[src/rtl/inst_fetch_queue_pkg.sv]
// Shared types and default sizing for the IF->ID instruction fetch queue.
package inst_fetch_queue_pkg;

   typedef logic [31:0] virt_t;
   typedef logic [31:0] uint32_t;
   typedef logic [4:0]  exception_t;

   // One fetched instruction plus its prediction and exception tags.
   typedef struct packed {
      virt_t      pc;
      uint32_t    inst;
      logic       pred_taken;
      virt_t      pred_target;
      exception_t ex;
   } fq_entry_t;

   localparam int unsigned FQ_DEPTH     = 8;
   localparam int unsigned FQ_IN_WIDTH  = 2;
   localparam int unsigned FQ_OUT_WIDTH = 2;

endpackage

[src/rtl/inst_fetch_queue_compact.sv]
// Packs the set slots of a fetch block towards slot 0 and counts them.
module inst_fetch_queue_compact
   import inst_fetch_queue_pkg::*;
#(
   parameter  int unsigned IN_WIDTH = FQ_IN_WIDTH,
   localparam int unsigned NUM_W    = $clog2(IN_WIDTH + 1)
) (
   input  logic                     [IN_WIDTH-1:0] mask,
   input  fq_entry_t [IN_WIDTH-1:0]                entries_in,
   output fq_entry_t [IN_WIDTH-1:0]                entries_out,
   output logic                     [NUM_W-1:0]    num
);

   logic [NUM_W-1:0] run;

   // Running prefix count picks the output position of each set slot.
   always_comb begin
      run         = '0;
      entries_out = '0;
      for (int i = 0; i < IN_WIDTH; i++) begin
         for (int o = 0; o < IN_WIDTH; o++) begin
            if (mask[i] && (run == NUM_W'(o))) begin
               entries_out[o] = entries_in[i];
            end
         end
         run = run + NUM_W'(mask[i]);
      end
      num = run;
   end

endmodule

[src/rtl/inst_fetch_queue.sv]
// Multi-slot instruction buffer between fetch and decode, with flush and
// delay-slot-preserving branch correction.
module inst_fetch_queue
   import inst_fetch_queue_pkg::*;
#(
   parameter  int unsigned DEPTH     = FQ_DEPTH,
   parameter  int unsigned IN_WIDTH  = FQ_IN_WIDTH,
   parameter  int unsigned OUT_WIDTH = FQ_OUT_WIDTH,
   localparam int unsigned PTR_W     = $clog2(DEPTH),
   localparam int unsigned CNT_W     = $clog2(DEPTH + 1),
   localparam int unsigned DEQ_W     = $clog2(OUT_WIDTH + 1),
   localparam int unsigned ENQ_W     = $clog2(IN_WIDTH + 1)
) (
   input  logic                                 clk,
   input  logic                                 reset,
   input  logic                                 fs_valid,
   input  logic                  [IN_WIDTH-1:0] fs_slot_mask,
   input  fq_entry_t [IN_WIDTH-1:0]             fs_entries,
   output logic                                 fq_allowin,
   output logic                  [OUT_WIDTH-1:0] ds_valid,
   output fq_entry_t [OUT_WIDTH-1:0]            ds_entries,
   input  logic                  [DEQ_W-1:0]    ds_deq_cnt,
   input  logic                                 pipeline_flush,
   input  logic                                 bpu_flush,
   input  logic                                 keep_delay_slot,
   output logic                  [CNT_W-1:0]    fq_count
);

   logic [PTR_W-1:0]           head_q, tail_q, head_n, tail_n, head_deq;
   logic [CNT_W-1:0]           count_q, count_n, count_deq;
   logic                       pending_q, pending_n;
   logic                       flush_all, enq_fire, allowin_n;
   logic [OUT_WIDTH-1:0]       valid_n;
   logic [IN_WIDTH-1:0]        mask_sel;
   logic [ENQ_W-1:0]           enq_num;
   logic [DEQ_W-1:0]           avail;
   fq_entry_t [IN_WIDTH-1:0]   comp;
   fq_entry_t                  mem_q [DEPTH];

   // Slot mask actually offered for enqueue; a pending delay slot keeps only the lowest set slot.
   always_comb begin
      mask_sel = fs_valid ? fs_slot_mask : '0;
      if (pending_q) begin
         mask_sel = mask_sel & (~mask_sel + IN_WIDTH'(1));
      end
   end

   inst_fetch_queue_compact #(
      .IN_WIDTH    (IN_WIDTH)
   ) u_compact (
      .mask        (mask_sel),
      .entries_in  (fs_entries),
      .entries_out (comp),
      .num         (enq_num)
   );

   assign enq_fire  = fs_valid & fq_allowin & ~pipeline_flush & ~bpu_flush;
   assign flush_all = pipeline_flush | (bpu_flush & ~keep_delay_slot);
   assign head_deq  = head_q + PTR_W'(ds_deq_cnt);
   assign count_deq = count_q - CNT_W'(ds_deq_cnt);

   // Next pointer/occupancy state: full flush, delay-slot trim, or normal enq/deq.
   always_comb begin
      head_n    = head_q;
      tail_n    = tail_q;
      count_n   = count_q;
      pending_n = pending_q;
      if (flush_all) begin
         head_n    = '0;
         tail_n    = '0;
         count_n   = '0;
         pending_n = 1'b0;
      end else if (bpu_flush) begin
         head_n = head_deq;
         if (count_deq != '0) begin
            count_n = CNT_W'(1);
            tail_n  = head_deq + PTR_W'(1);
         end else begin
            count_n   = '0;
            tail_n    = head_deq;
            pending_n = 1'b1;
         end
      end else begin
         head_n  = head_deq;
         count_n = count_deq;
         if (enq_fire) begin
            tail_n  = tail_q + PTR_W'(enq_num);
            count_n = count_deq + CNT_W'(enq_num);
            if (mask_sel != '0) begin
               pending_n = 1'b0;
            end
         end
      end
   end

   // Status outputs precomputed from next occupancy so they leave flops.
   always_comb begin
      allowin_n = count_n <= CNT_W'(DEPTH - IN_WIDTH);
      valid_n   = '0;
      for (int i = 0; i < OUT_WIDTH; i++) begin
         valid_n[i] = count_n > CNT_W'(i);
      end
   end

   // Pointer, occupancy and status registers.
   always_ff @(posedge clk or posedge reset) begin
      if (reset) begin
         head_q     <= '0;
         tail_q     <= '0;
         count_q    <= '0;
         pending_q  <= 1'b0;
         fq_allowin <= 1'b1;
         ds_valid   <= '0;
      end else begin
         head_q     <= head_n;
         tail_q     <= tail_n;
         count_q    <= count_n;
         pending_q  <= pending_n;
         fq_allowin <= allowin_n;
         ds_valid   <= valid_n;
      end
   end

   assign fq_count = count_q;

   // Storage write: compacted entries land at consecutive slots from tail.
   always_ff @(posedge clk) begin
      for (int j = 0; j < IN_WIDTH; j++) begin
         if (enq_fire && (ENQ_W'(j) < enq_num)) begin
            mem_q[tail_q + PTR_W'(j)] <= comp[j];
         end
      end
   end

   // Oldest entries presented in order from head.
   always_comb begin
      ds_entries = '0;
      for (int i = 0; i < OUT_WIDTH; i++) begin
         ds_entries[i] = mem_q[head_q + PTR_W'(i)];
      end
   end

   // Entries visible to decode this cycle, used to police ds_deq_cnt.
   always_comb begin
      avail = (count_q >= CNT_W'(OUT_WIDTH)) ? DEQ_W'(OUT_WIDTH) : DEQ_W'(count_q);
   end

   deq_within_valid : assert property (@(posedge clk) disable iff (reset)
      flush_all || (ds_deq_cnt <= avail));

endmodule

[config.mk]
export PLATFORM = sky130hd
export DESIGN_NAME = inst_fetch_queue
export DESIGN_NICKNAME = d
export VERILOG_FILES = /design/src/rtl/inst_fetch_queue_pkg.sv /design/src/rtl/inst_fetch_queue_compact.sv /design/src/rtl/inst_fetch_queue.sv
export SDC_FILE = /design/constraint.sdc
export NUM_CORES = 2
export LEC_CHECK = 0
export CORE_MARGIN = 4
export CORE_UTILIZATION = 30
export CTS_CLUSTER_SIZE = 16
export DETAILED_ROUTE_END_ITERATION = 8
export GPL_ROUTABILITY_DRIVEN = 0
export GPL_TIMING_DRIVEN = 0
export PLACE_DENSITY = 0.49
export SLEW_MARGIN = 15
export SYNTH_ARGS = -nofsm -noshare
export SYNTH_HDL_FRONTEND = slang
export SYNTH_SLANG_ARGS = --single-unit
[constraint.sdc]
create_clock -name clk -period 10.97 [get_ports clk]
set_input_delay 2.194 -clock clk [delete_from_list [all_inputs] [get_ports clk]]
set_output_delay 2.194 -clock clk [all_outputs]
set_load 0.05 [all_outputs]
## After elaboration in Yosys (flattened, before gate mapping)

Memories as Yosys holds them, arrays and structs flattened.
Cells that the tools add are included.

- Add/sub/neg operators: 9
- $lt $le $gt $ge: 5
- Equality and inequality tests: 1
- Mux-type cells: 23
- Bitwise logic cells: 10
- Reductions and logical operators: 10

Operators by type and width:

| kind | count |
|---|---|
| 2-to-1 mux 102 bit | 3 |
| 2-to-1 mux 3 bit | 5 |
| 2-to-1 mux 4 bit | 3 |
| 2-to-1 mux 1 bit | 10 |
| adder 3 x 1 -> 3 bit (second input constant) | 3 |
| greater-than comparator 4 x 1 -> 1 bit (second input constant) | 2 |
| adder 3 x 2 -> 3 bit | 2 |
| nonzero test 3 bit | 2 |
| adder 4 x 2 -> 4 bit | 1 |
| AND 1 bit | 4 |
| less-or-equal comparator 4 x 3 -> 1 bit (second input constant) | 1 |
| logical AND 1 bit | 4 |
| < comparator 1 x 2 -> 1 bit (first input constant) | 2 |
| 2-to-1 mux 2 bit | 2 |
| nonzero test 4 bit | 1 |
| subtractor 4 x 2 -> 4 bit | 1 |
| != test 3 bit (second input constant) | 1 |
| NOT 1 bit | 3 |
| AND reduction 3 bit | 1 |
| adder 1 x 1 -> 2 bit | 1 |
| adder 2 x 1 -> 2 bit (second input constant) | 1 |
| AND 2 bit | 1 |
| zero test 2 bit | 1 |
| NOT 2 bit | 1 |
| other kinds (2) | 2 |

- Bits in registers: 14
- Memory bits (writable): 816
- Output and inout port bits: 211
- Memories: 1

Memory list:

| name | words | bits a word | rd ports | clocked after Yosys merged registers in | write ports | line | text |
|---|---|---|---|---|---|---|---|
| mem_q | 8 | 102 | 2 | 0 | 2 | inst_fetch_queue.sv:38 | `fq_entry_t mem_q [DEPTH];` |

## Longest topological paths before layout

- Word-level depth: 11
- Gate-level depth with buffers: 11
- Depth with buffers taken out: 10

## Hierarchy

Synthesis repeated with hierarchy kept, for this count alone.

- Cells, all modules: 2821
- Area total of the unflattened synthesis: 49977.9 µm²

Modules (own cells, without submodules):

| module | times used | cells an instance | area each (µm²) | seq. area each (µm²) |
|---|---|---|---|---|
| inst_fetch_queue | 1 | 2575 | 48164.9 | 24855.1 |
| inst_fetch_queue_compact | 1 | 246 | 1813.0 | 0.0 |

## Least setup slack after synthesis

No wires, ideal clock.

- Path type: input to register
- From: in fs_slot_mask[0]
- To: mem mem_q[0][0] (netlist bit) (enable)
- Setup time: 0.713 ns
- Arrival: 10.548 ns
- Required time: 10.257 ns
- Path slack: -0.291 ns
- Cell stages on the path: 7
- Cells stage by stage: nand2_1 -> and3_1 -> inv_1 -> ha_1 -> nor3_1 -> nand2b_1 -> o31ai_1

RTL lines:

| item | line | text |
|---|---|---|
| start, declared | inst_fetch_queue.sv:17 | `input logic [IN_WIDTH-1:0] fs_slot_mask,` |
| end, declared | inst_fetch_queue.sv:38 |  |

==> impl_metrics.env <==
export IMPL_crit_buf_inv=10
export IMPL_drive_above_1_share=0.248
export IMPL_syn_area_mm2=0.0484
export IMPL_row_count=147
export IMPL_whs_ns=0.550
export IMPL_post_place_cells=5953
export IMPL_synth_async_reset_ratio=0.0169
export IMPL_ant_nets=0
export IMPL_reg2reg_from="pending_q$_DFFE_PP0P_"
export IMPL_synth_ff_type="edfxtp_1"
export IMPL_cpLargestDelayFamily="buffers and inverters"
export IMPL_drv_cap=0
export IMPL_max_stage_delay_ns=0.69
export IMPL_place_ws_ns=3.19
export IMPL_clock_latency_ns=0.74
export IMPL_slew_headroom=0.163
export IMPL_globalRouteOverflowTotal=0
export IMPL_ctsHoldBuffers=0
export IMPL_worst_slack_ns=3.93
export IMPL_leakagePower_nw=20.4
export IMPL_critPathCaptureType="flip-flop"
export IMPL_tightestPinTransition_ns=1.26
export IMPL_final_cell_mix="edfxtp_1 (816), mux2i_1 (614), a21oi_1 (518)"
export IMPL_cts_root_buffer="clkbuf_16"
export IMPL_post_route_util=0.375
export IMPL_fp_dieH_um=409
export IMPL_p_per_area_mw_per_mm2=149
export IMPL_wl_per_cell_um=32.7
export IMPL_finClkSkew_ns=0.0273
export IMPL_finalSetupViolations=0
export IMPL_synth_fp_nets=3525
export IMPL_min_from="pending_q$_DFFE_PP0P_"
export IMPL_worst_setup_path_type="input pin to flip-flop"
export IMPL_die_area_mm2=0.168
export IMPL_antenna_found_initial=16
export IMPL_initial_core_util=0.302
export IMPL_critPathLaunchType="input pin"
export IMPL_routed_via_density=5.63
export IMPL_hp_class="flip-flop to flip-flop"
export IMPL_fin_cells=6136
export IMPL_dr_pass1_iters=5
export IMPL_portBuffers=424
export IMPL_cts_tree="done"
export IMPL_layout_commonest_cell="edfxtp_1"
export IMPL_numCtsBuffers=99
export IMPL_wl_mm=201
export IMPL_worst_ep_required_time_ns=11.39
export IMPL_worstPathMaxFanout=11
export IMPL_ios=425
export IMPL_hpwlAfterDp_mm=138
export IMPL_fin_crit_sh=0.642
export IMPL_cts_setup_buffers=0
export IMPL_yosysWarningCount=0
export IMPL_yosysUniqueCellTypes=41
export IMPL_grt_pass1_vias=35500
export IMPL_cts_max_level=3
export IMPL_crit_arrival_ns=7.46
export IMPL_grtUsageTotal=0.233
export IMPL_drv_slew=0
export IMPL_status="finished, final reports clean"
export IMPL_clk_pin_slew_ns=0.06
export IMPL_startpoint="fs_valid"
export IMPL_period_needed_ns=7.04
export IMPL_clk_path_buf_depth=3
export IMPL_grt_pass1_wl_mm=278
export IMPL_syn_to_final_growth_pct=24.5
export IMPL_cpMostUsedCell="buf_8"
export IMPL_timing_hold_violations_final=0
export IMPL_seq_area_frac_synth=0.514
export IMPL_core_area_mm2=0.160
export IMPL_netlist_instances=3294
export IMPL_post_synth_cell_area_avg_um2=14.7
export IMPL_drt_iter0_markers=3787
export IMPL_cts_resized=0
export IMPL_ir_drop_uv=112
export IMPL_final_nets=4125
export IMPL_drc=0
export IMPL_synth_edf_count=816
export IMPL_slowest_stage="clkdlybuf4s50_1"
export IMPL_path_cells="clkdlybuf4s50_1 -> nand2_1 -> inv_1 -> clkbuf_1 -> ha_1 -> nand4_1 -> nand2b_1 -> clkbuf_1 -> buf_2 -> buf_2 -> o31ai_4 -> buf_8 -> buf_16 -> buf_8 -> buf_8"
export IMPL_grt_max_degree=19
export IMPL_numClockSinks=830
export IMPL_fillers=15500
export IMPL_ys_ff_latch=830
export IMPL_route_vias_total=34500
export IMPL_clock_fmax_mhz=142
export IMPL_grt_setup_unrepaired="false"
export IMPL_die_w_um=409
[sequential cells by signal, summed over array words and instances, names as in the netlist]
register    flops
ds_valid        2
fq_allowin      1
fq_count        4
head_q          3
mem_q         816
pending_q       1
tail_q          3
[where the power goes]
part           internal [mW]  total (mW)  leakage (nW)  switching, mW
clock                   1.85        3.25          1.49           1.40
combinational          0.825        2.18          11.2           1.36
sequential              3.52        3.54          7.66         0.0150
total                   6.20        8.97          20.4           2.77
[synthesized netlist by cell type, types with 2 or more instances]
cell type	number	area share
edfxtp_1	816	0.51
mux2i_1	614	0.13
a21oi_1	518	0.054
mux4_2	408	0.19
nand2_1	218	0.017
mux2_2	204	0.048
clkbuf_1	119	0.0092
buf_2	118	0.012
nor2_1	110	0.0085
buf_1	44	0.0034
buf_4	19	0.0029
ha_1	15	0.0039
dfrtp_1	13	0.0067
inv_1	10	0.00078
o21ai_0	9	0.00093
nand2b_1	6	0.00078
xor2_1	6	0.0011
nor3_1	4	0.00041
o22ai_1	4	0.00052
o31ai_1	4	0.00062
a21o_1	3	0.00047
and2_1	3	0.00039
or3_1	3	0.00039
xnor2_1	3	0.00054
a31oi_1	2	0.00026
and3_1	2	0.00026
fa_1	2	0.00083
nand3_1	2	0.00021
nor2b_1	2	0.00026
o21bai_1	2	0.00031
[final timing paths]
| kind | endpoint | slack [ns] | cells after the start |
|---|---|---|---|
| min in group asynchronous | ds_valid[0]$_DFF_PP0_ | 1.88 | 2 |
| hold / removal | pending_q$_DFFE_PP0P_ | 0.55 | 2 |
| setup reg to reg | mem_q[0][29]$_DFFE_PP_ | 6.54 | 13 |
| hold reg to reg | pending_q$_DFFE_PP0P_ | 0.55 | 2 |
| setup / recovery | mem_q[0][29]$_DFFE_PP_ | 3.93 | 15 |
| max in group asynchronous | fq_count[2]$_DFF_PP0_ | 8.61 | 2 |
[per-layer routing]
metal	GRT usage	up-vias	routed length (um)
li1	-	14400	-
met1	0.319	18100	84100
met2	0.373	1677	93600
met3	0.0452	277	16500
met4	0.0767	8	6430
met5	0	-	54
[stage by stage]
stage	cell area, um2	power (mW)	setup TNS [ns]
2_1_floorplan	48400	4.95	0
3_3_place_gp	55300	5.78	-5979.39
3_5_place_dp	57100	5.79	0
4_1_cts	60200	9.01	0
5_1_grt	60200	9.23	0
6_report	60200	8.97	0
[cell families (layout without fill, tap and decap cells)]
family	count (synthesis)	count (layout)	synth area share
multiplexers	1226	1226	0.365
other	0	5	0
adder cells (fa/ha/maj)	17	17	0.00471
XOR/XNOR	9	9	0.00163
flip-flops	830	830	0.514
buffers and inverters	311	988	0.0287
AND/OR/NAND/NOR	356	356	0.0292
AO/OA/AOI/OAI	545	545	0.0572
[cell type report]
| cell class | instances | area (um2) | share of cell area |
|---|---|---|---|
| repair buffers | 499 | 5910 | 0.0982 |
| flip-flops and latches | 830 | 24900 | 0.413 |
| well taps | 2160 | 2700 | 0.0449 |
| inverters | 10 | 37.5 | 0.000624 |
| clock inverters | 50 | 448 | 0.00744 |
| diodes | 5 | 12.5 | 0.000208 |
| plain buffers | 301 | 1370 | 0.0227 |
| clock buffers | 128 | 2640 | 0.0438 |
| multi-input cells | 2153 | 22200 | 0.369 |
[worst reg2reg max path: cells and delay by family (launching register included)]
family | cells | cell delay (ns)
buffers and inverters | 7 | 2.52
and+or+nand+nor | 4 | 0.79
DFF | 1 | 0.35
adders and majority gates | 1 | 0.28
AOI/OAI and AO/OA | 1 | 0.23
(Power assumes the default switching activity.)
